==> src/rtl/block_transfer_seq.sv <==
// rtl/block_transfer_seq.sv - LDM/STM multi-register transfer sequencer
module block_transfer_seq #(
    parameter int ADDR_W = 32,
    parameter int NREGS  = 16
) (
    input  logic              clk,
    input  logic              reset_n,
    input  logic              start,
    input  logic              is_load,
    input  logic              pre,
    input  logic              up,
    input  logic              wb,
    input  logic [3:0]        rn,
    input  logic [NREGS-1:0]  reglist,
    input  logic [ADDR_W-1:0] base,
    input  logic [ADDR_W-1:0] reg_rdata,
    input  logic              mem_ready,
    input  logic [ADDR_W-1:0] mem_rdata,
    output logic [3:0]        reg_raddr,
    output logic [3:0]        reg_waddr,
    output logic [ADDR_W-1:0] reg_wdata,
    output logic              reg_we,
    output logic              mem_req,
    output logic              mem_we,
    output logic [ADDR_W-1:0] mem_addr,
    output logic [ADDR_W-1:0] mem_wdata,
    output logic              pc_loaded,
    output logic              busy,
    output logic              done
);

    localparam int CW = $clog2(NREGS + 1);

    typedef enum logic [1:0] {IDLE, XFER, WB, DONE} state_t;

    state_t             state;
    logic               is_load_q;
    logic               wb_take_q;
    logic [3:0]         rn_q;
    logic [NREGS-1:0]   list_q;
    logic [ADDR_W-1:0]  addr_q;
    logic [ADDR_W-1:0]  final_q;

    function automatic logic [CW-1:0] popcount(input logic [NREGS-1:0] v);
        logic [CW-1:0] c;
        c = '0;
        for (int i = 0; i < NREGS; i++) begin
            c = c + CW'(v[i]);
        end
        return c;
    endfunction

    function automatic logic [3:0] lowest_idx(input logic [NREGS-1:0] v);
        logic [3:0] idx;
        idx = '0;
        for (int i = NREGS - 1; i >= 0; i--) begin
            if (v[i]) begin
                idx = 4'(i);
            end
        end
        return idx;
    endfunction

    logic [CW-1:0]     cnt;
    logic [ADDR_W-1:0] span;
    logic [ADDR_W-1:0] start_addr;
    logic [3:0]        cur_idx;
    logic              last_beat;
    logic              accept;

    assign cnt       = popcount(reglist);
    assign span      = ADDR_W'(cnt) << 2;
    assign cur_idx   = lowest_idx(list_q);
    assign last_beat = (list_q & (list_q - 1'b1)) == '0;
    assign accept    = (state == XFER) && mem_ready;

    // Whatever the direction, the lowest register sits at the lowest address.
    always_comb begin
        start_addr = base;
        case ({pre, up})
            2'b01:   start_addr = base;
            2'b11:   start_addr = base + ADDR_W'(4);
            2'b00:   start_addr = base - span + ADDR_W'(4);
            default: start_addr = base - span;
        endcase
    end

    always_ff @(posedge clk) begin
        if (!reset_n) begin
            state     <= IDLE;
            is_load_q <= 1'b0;
            wb_take_q <= 1'b0;
            rn_q      <= '0;
            list_q    <= '0;
            addr_q    <= '0;
            final_q   <= '0;
        end else begin
            case (state)
                IDLE: begin
                    if (start) begin
                        is_load_q <= is_load;
                        // A loaded base register overrides the writeback.
                        wb_take_q <= wb && !(is_load && reglist[rn]);
                        rn_q      <= rn;
                        list_q    <= reglist;
                        addr_q    <= start_addr;
                        final_q   <= up ? base + span : base - span;
                        state     <= (cnt == '0) ? DONE : XFER;
                    end
                end
                XFER: begin
                    if (mem_ready) begin
                        list_q <= list_q & (list_q - 1'b1);
                        addr_q <= addr_q + ADDR_W'(4);
                        if (last_beat) begin
                            state <= wb_take_q ? WB : DONE;
                        end
                    end
                end
                WB:      state <= DONE;
                default: state <= IDLE;
            endcase
        end
    end

    always_comb begin
        reg_raddr = '0;
        reg_waddr = '0;
        reg_wdata = '0;
        reg_we    = 1'b0;
        mem_req   = 1'b0;
        mem_we    = 1'b0;
        mem_addr  = '0;
        mem_wdata = '0;
        pc_loaded = 1'b0;
        busy      = (state != IDLE);
        done      = (state == DONE);
        if (state == XFER) begin
            mem_req   = 1'b1;
            mem_we    = !is_load_q;
            mem_addr  = addr_q;
            reg_raddr = cur_idx;
            if (!is_load_q) begin
                mem_wdata = reg_rdata;
            end
            if (accept && is_load_q) begin
                reg_we    = 1'b1;
                reg_waddr = cur_idx;
                reg_wdata = mem_rdata;
                pc_loaded = (cur_idx == 4'd15);
            end
        end else if (state == WB) begin
            reg_we    = 1'b1;
            reg_waddr = rn_q;
            reg_wdata = final_q;
        end
    end

endmodule

==> config.mk <==
export PLATFORM = sky130hd
export DESIGN_NAME = block_transfer_seq
export DESIGN_NICKNAME = d
export VERILOG_FILES = /design/src/rtl/block_transfer_seq.sv
export SDC_FILE = /design/constraint.sdc
export NUM_CORES = 1
export LEC_CHECK = 0
export ABC_AREA = 1
export CORE_MARGIN = 2
export CORE_UTILIZATION = 45
export CTS_CLUSTER_DIAMETER = 50
export DETAILED_ROUTE_END_ITERATION = 10
export PLACE_DENSITY = 0.72
export SLEW_MARGIN = 10
export SYNTH_ARGS = -nofsm -noshare
export SYNTH_HDL_FRONTEND = slang
export SYNTH_SLANG_ARGS = --single-unit
==> constraint.sdc <==
create_clock -name clk -period 10.8 [get_ports clk]
set_input_delay 2.7 -clock clk [delete_from_list [all_inputs] [get_ports clk]]
set_output_delay 2.7 -clock clk [all_outputs]
set_load 0.005 [all_outputs]
After elaboration in Yosys (flattened, before gate mapping)
Index checks and enable logic that the tools add are counted.
{ "totals": {"in_bits": 124, "regBits": 88, "word_cells": 103, "mem_bits_ro": 0, "latchBits": 0, "out_inout_bits": 110, "memories": 0, "ramBits": 0} }
{ "classes": {"n_mul": 0, "reduce_logical": 15, "bitwise": 1, "shift": 0, "n_lt_le_gt_ge": 1, "eq_ne": 9, "add_sub_neg": 21, "div": 0, "n_mux": 49} }
{ "ops": {"columns": ["operator", "count"], "rows": [
  ["2-to-1 mux 32 bit", 9],
  ["adder 32 x 3 -> 32 bit (second input constant)", 3],
  ["case mux 32 bit (3 select lines)", 1],
  ["2-to-1 mux 4 bit", 20],
  ["case mux 32 bit (2 select lines)", 1],
  ["adder 5 x 1 -> 5 bit", 11],
  ["adder 32 x 7 -> 32 bit", 1],
  ["2-to-1 mux 16 bit", 2],
  ["case mux 16 bit (2 select lines)", 1],
  ["subtractor 32 x 7 -> 32 bit", 1],
  ["AND 16 bit", 1],
  ["logical NOT 16 bit", 1],
  ["subtractor 16 x 1 -> 16 bit (second input constant)", 1],
  ["2-to-1 mux 1 bit", 9],
  ["2-to-1 mux 2 bit", 4],
  ["equality test 2 bit (second input constant)", 3],
  ["inequality test 2 bit (second input constant)", 3],
  ["case mux 2 bit (3 select lines)", 1],
  ["AND reduction 3 bit", 2],
  ["adder 4 x 1 -> 5 bit", 1],
  ["logical NOT 5 bit", 1],
  ["< comparator 4 x 5 -> 1 bit (second input constant)", 1],
  ["adder 3 x 1 -> 4 bit", 1],
  ["binary-select mux 1 bit (select 4 bit)", 1],
  ["other kinds (9)", 16]
]} }

Depth between registers and ports, before layout
Gate-level depths: netlist (run 1).
{ "depth": {"ltp_word": 20, "mapped_depth": 36, "ltp_nobuf": 35} }

Worst setup path after synthesis (run 1)
Ideal clock, no wire load.
{ "synth_timing": {"path_kind": "input-to-reg", "from": "input port reglist[0]", "to": "register addr_q[20]", "path_stages": 27, "path_buffers": 0, "required_ns": 10.734, "arrival_time_ns": 7.638, "setup_time_ns": 0.066, "path_slack_ns": 3.096, "path_cell_list": "inv_1 -> fa_1 -> fa_1 -> fa_1 -> fa_1 -> inv_1 -> ha_1 -> inv_1 -> fa_1 -> fa_1 -> nand2_1 -> o21ai_0 -> ha_1 -> inv_1 -> nor2_1 -> nand3_2 -> nor2_4 -> nand3_1 -> inv_1 -> nand2_2 -> nor2_4 -> nand2_2 -> nand2_1 -> nand2_1 -> o21ai_1 -> nand3_1 -> a21oi_2"} }
{ "synth_via": {"elab_chain_len": 20} }
{ "synth_lines": {"columns": ["element", "line_no", "rtl"], "rows": [
  ["start, declared", "14", "input logic [NREGS-1:0] reglist,"],
  ["adder 1 x 1 -> 2 bit *", "48", "c = c + CW'(v[i]);"],
  ["adder 2 x 1 -> 3 bit *", "48", null],
  ["adder 3 x 1 -> 4 bit *", "48", null],
  ["adder 4 x 1 -> 5 bit *", "48", null],
  ["adder 5 x 1 -> 5 bit * (11 in a row)", "48", null],
  ["subtractor 32 x 7 -> 32 bit *", "83, 84", null],
  ["adder 32 x 3 -> 32 bit", "83", "2'b00: start_addr = base - span + ADDR_W'(4);"],
  ["case mux 32 bit (3 select lines) *", "80", "case ({pre, up})"],
  ["2-to-1 mux 32 bit *", "100", "if (start) begin"],
  ["case mux 32 bit (2 select lines) *", "98", "case (state)"],
  ["end signal, assigned", "106", "addr_q <= start_addr;"],
  ["end signal, assigned", "114", "addr_q <= addr_q + ADDR_W'(4);"],
  ["end, declared", "41", "logic [ADDR_W-1:0] addr_q;"]
]} }
Every way passes the cells marked *; elsewhere a longest branch is shown, timed or not. The select of a mux whose other input is x is not followed.
A chain may end at the register's enable or synchronous reset.

Worst setup path in the final report (run 1)
{ "layout_timing": {"from": "input port reglist[5]", "to": "register addr_q[31]"} }
{ "layout_via": {"elab_chain_len": 16} }
{ "layout_lines": {"columns": ["element", "line_no"], "rows": [
  ["adder 5 x 1 -> 5 bit * (11 in a row)", "48"],
  ["subtractor 32 x 7 -> 32 bit *", "83, 84"],
  ["adder 32 x 3 -> 32 bit", "83"],
  ["case mux 32 bit (3 select lines) *", "80"],
  ["2-to-1 mux 32 bit *", "100"],
  ["case mux 32 bit (2 select lines) *", "98"]
]} }
Marks and branches as above.

==> results of run 1 <==
[layer usage]
metal	track usage	wire, microns	vias to the layer above
li1	-	-	6511
met3	0.0562	3400	144
met2	0.616	21400	643
met1	0.430	18100	6180
met5	0	0	-
met4	0.202	2730	0
[final cells by class]
class,instances,area [sq um],area share
flip-flops and latches,88,1760,0.132
multi-input cells,1453,7480,0.562
well taps,319,399,0.0300
clock buffers,11,253,0.0190
inverters,246,926,0.0695
clock inverters,4,51.3,0.00385
repair buffers,248,2440,0.184
[path summary, 6_finish.rpt]
path               from          to  depth (start not counted)
max reg2reg    state[1]  list_q[13]                         10
min reg2reg   addr_q[1]   addr_q[1]                          2
max          reglist[5]  addr_q[31]                         31
min           addr_q[1]   addr_q[1]                          2
[synthesized netlist by cell type (3+ instances only)]
library cell  instances
nand2_1             516
inv_1               226
nor2_1              183
nand3_1             170
a21oi_1             160
o21ai_0             112
dfxtp_1              88
clkbuf_1             78
o211ai_1             41
a32o_1               28
nand4_1              28
ha_1                 25
nor2_2               22
xor2_1               21
nand2_2              20
nor3_1               16
buf_2                15
inv_2                14
o21ai_1              14
a31oi_1              13
fa_1                 12
nor2_4               11
buf_1                10
nand3_2              10
nor4_1               10
clkinv_1              6
o31ai_1               5
a221oi_1              4
a21oi_2               3
buf_4                 3
o21bai_1              3
[stage by stage]
step,cells,setup WS [ps]
6_report,2369,2130
4_1_cts,2369,2180
3_3_place_gp,2354,1910
5_1_grt,2369,1750
2_1_floorplan,1893,3100
3_5_place_dp,2354,1870
[critical path, delay by kind of cell]
| kind | cells | cell delay [ps] |
|---|---|---|
| compound gates | 2 | 340 |
| fa+ha+maj | 7 | 2830 |
| buf+inv | 6 | 880 |
| simple gates | 16 | 2180 |
[flip-flops by register name, summed over array words and instances (netlist names)]
signal,count
list_q,16
rn_q,4
addr_q,32
is_load_q,1
state,2
wb_take_q,1
final_q,32
[cells by family (layout without fill, tap and decap cells)]
family,count (synthesis),after routing,share of synthesized area
AND/OR/NAND/NOR,997,997,0.415
AO/OA/AOI/OAI,397,397,0.221
buffers and inverters,352,509,0.128
flip-flops,88,88,0.166
adder cells (fa/ha/maj),37,37,0.0523
XOR/XNOR,22,22,0.0182
[power by group through the flow]
stage | Clock (mW) | Combinational, mW | Sequential [mW]
floorplan | 0 | 1.10 | 0.537
global placement | 0 | 1.61 | 0.583
detailed placement | 0 | 1.62 | 0.585
CTS | 0.341 | 1.63 | 0.579
global route | 0.353 | 1.83 | 0.603
finish | 0.339 | 1.65 | 0.584
==> results.cfg, run 1 <==
[run_status]
outcome = completed

[global_route]
grt_max_degree = 92
grt_pass1_vias = 12200
overflow = 0
grt_use_total = 0.360
antenna_found_initial = 0
grt_pass1_wl_microns = 68700

[power_and_ir_drop]
p_leak_nw = 5.94
power_frac_comb = 0.641
vdd_drop_max_mv = 0.203
p_per_area_mw_per_mm2 = 193
internal_power_mw = 1.23
clock_power_share = 0.132
power_frac_seq = 0.227
switching_share = 0.522
power_mw = 2.57
switchingPower_mw = 1.34

[synthesis]
syn_avg_cell_area_sq_um = 5.59
synth_flop_cell = dfxtp_1
synth_edf_count = 0
ys_types = 50
netlist.area_leader.share = 0.183
syn_nets = 2054
synth_seq_cells = 88
async_flop_share = 0
synthCells = 1893
syn-cell-area_sq_mm = 0.0106
synth_area_leaders = nand2_1, dfxtp_1, nand3_1
yosys_warnings = 0
seq_area_frac_synth = 0.166
yosys.area.top_type = nand2_1

[setup_path]
cp_slowest_cell = fa_1
critPathRequiredTime_ps = 11050
worst-r2r-setup-slack_ps = 7410
slowest_delay_ps = 570
crit_top_cell = nand2_1
setup.worst_path.class = input port to register
start_kind = input port
critical_path_arrival_ps = 8920
endpoint_kind = register
cp_max_fo = 6

[floorplan]
initial_core_util = 0.455
die_w_microns = 157
io_pins = 234
die-height_microns = 157
die_area_sq_mm = 0.0248
row_count = 56
core_sq_mm = 0.0233

[cells_and_area]
syn_to_final_growth_pct = 25.8
final_cell_mix = nand2_1, clkdlybuf4s50_1, inv_1
final_nets = 2207
diodes = 0
finish.instance_area_sq_mm = 0.0133
final_common_cell = nand2_1
num-fill-cells = 2396
fin_util = 0.572
drive_above_1_share = 0.0605

[placement]
placed_area_sq_mm = 0.0130
finalWeightedCongestion = 1.01
post-dp-hpwl_microns = 35500
io_buffers = 233

[drt]
drt-total-wl_microns = 45600
vias = 13500
drcViolationCount = 0
drtIter0Drc = 1246
detail_route.vias_per_cell = 5.69
ant_nets = 0
drt_pass1_iterations = 8
wl_per_cell_microns = 19.2

[cts]
htreeDepth = 3
cts_root_buf = clkbuf_16
cts_setup_buffers = 0
cts_made_buffers = 9
clk_path_buf_depth = 2
clkLatencyLatePin_ps = 360
cts_tree = done
clk_pin_slew_ps = 70
cts.sinks = 88
cts_resized = 0
holdBufCountCts = 0

[sta]
hold_viol_final = 0
rsz0062_at_grt = false
finalSetupTns_ps = 0
period_share = 0.802
worst_pin_slew_ps = 1080
fmax_mhz = 115
setup_viol = 0
fin_crit_ps = 8670
clock-skew-final_ps = 10.6
whs_ps = 462
slew_viol_final = 0
maxSlewHeadroom = 0.282

[hold_path]
min_path_type = register to register

[flow_run]
cap_violations = 0
Note: power is estimated with default switching activity, not from simulation.
==> run 2, diff against run 1 <==
clock period = 8.7 ns   (was 10.8 ns; I/O delays follow)
==> results.cfg, run 2 (synthesis results as in run 1) <==
[floorplan]
die-height_microns = 157
die_area_sq_mm = 0.0248
initial_core_util = 0.455
io_pins = 234
core_sq_mm = 0.0233
die_w_microns = 157
row_count = 56

[sta]
setup_viol = 0
worst_pin_slew_ps = 1130
clock-skew-final_ps = 14.1
whs_ps = 462
rsz0062_at_grt = false
maxSlewHeadroom = 0.246
period_share = 0.936
fin_crit_ps = 8140
hold_viol_final = 0
slew_viol_final = 0
fin_ws_ps = 555
fmax_mhz = 123
finalSetupTns_ps = 0

[setup_path]
worstReg2RegEnd = list_q[7]
critPathRequiredTime_ps = 8920
setup.worst_path.class = input port to register
start_kind = input port
critical_path_arrival_ps = 8360
critPathBufInv = 4
r2r-start = state[1]
cp_top_family = adder cells
r2r_cells = 11
cp_slowest_cell = fa_1
worst-r2r-setup-slack_ps = 4920
endpoint_kind = register
cp_max_fo = 7
slowest_delay_ps = 600

[cts]
holdBufCountCts = 0
cts_resized = 0
cts_root_buf = clkbuf_16
htreeDepth = 3
cts_setup_buffers = 0
cts_tree = done
clk_path_buf_depth = 2
cts.sinks = 88
clkLatencyLatePin_ps = 360
cts_made_buffers = 9
clk_pin_slew_ps = 70

[power_and_ir_drop]
internal_power_mw = 1.51
switchingPower_mw = 1.68
power_mw = 3.18
p_leak_nw = 5.95
switching_share = 0.526
p_per_area_mw_per_mm2 = 239
power_frac_seq = 0.227
clock_power_share = 0.128
power_frac_comb = 0.645
vdd_drop_max_mv = 0.238

[drt]
wl_per_cell_microns = 19.2
wl_met1_microns = 17700
drt_pass1_iterations = 6
drcViolationCount = 0
drtIter0Drc = 1178
detail_route.vias_per_cell = 5.67
vias = 13500
met2_length_microns = 21700
drt-total-wl_microns = 45500
ant_nets = 0
maxUsedRoutingLayer = met4
route.met3.wl_microns = 3460

[cells_and_area]
finish.instance_area_sq_mm = 0.0133
final_common_cell = nand2_1
final_cell_mix = nand2_1, clkdlybuf4s50_1, inv_1
fin_util = 0.573
drive_above_1_share = 0.0614
diodes = 0
instances_no_fill = 2371
syn_to_final_growth_pct = 25.9
reg_top3 = addr_q: 32 flops, final_q: 32 flops, list_q: 16 flops
final_nets = 2208

[placement]
place_ws_ps = 287
dp_cells = 2355
post-dp-hpwl_microns = 35600
placed_area_sq_mm = 0.0130
io_buffers = 233
finalWeightedCongestion = 1.00

[run_status]
outcome = completed

[hold_path]
holdPathStages = 2
holdPathEnd = addr_q[0]
min_path_type = register to register
hp-start = addr_q[0]

[global_route]
grt_max_degree = 103
grt_use_total = 0.357
grt_pass1_vias = 12200
overflow = 0
antenna_found_initial = 0
grt_pass1_wl_microns = 67900

[flow_run]
cap_violations = 0
## run 2: worst max-delay path by stage
stage             endpoint        from  depth (start not counted)  slack [ps]
2_1_floorplan   addr_q[20]  reglist[0]                         27        1520
5_1_grt         addr_q[22]  reglist[0]                         29         190
4_1_cts         addr_q[18]  reglist[0]                         31         630
6_report       final_q[22]  reglist[0]                         26         560
3_5_place_dp    addr_q[18]  reglist[0]                         31         290
3_3_place_gp    addr_q[18]  reglist[5]                         31         290
## run 2: worst reg2reg max path, stage by stage (launching register included)
cell and delay [ps]:
dfxtp_1 380, inv_1 80, ha_2 160, buf_4 330, inv_4 360, buf_4 880
a21oi_2 150, buf_4 310, clkinv_1 120, buf_4 400, a21oi_1 160, a221oi_1 340
## run 2: cell type report
cell class | count | area [sq um]
well taps | 319 | 399
clock inverters | 4 | 35.0
multi-input cells | 1453 | 7480
fillers | 2456 | 9940
flip-flops and latches | 88 | 1760
inverters | 246 | 926
repair buffers | 249 | 2450
clock buffers | 12 | 267
## run 2: power by group through the flow
stage / logic (mW) / registers (mW) / clock network (mW)
2_1_floorplan: 1.36 / 0.666 / 0
3_3_place_gp: 2.01 / 0.725 / 0
3_5_place_dp: 2.03 / 0.726 / 0
4_1_cts: 2.04 / 0.717 / 0.410
5_1_grt: 2.27 / 0.747 / 0.426
6_report: 2.05 / 0.722 / 0.409
## run 2: routing by layer
layer | vias up | track usage
met1 | 6162 | 0.416
li1 | 6531 | -
met3 | 125 | 0.0573
met4 | 0 | 0.192
met2 | 633 | 0.623
met5 | - | 0
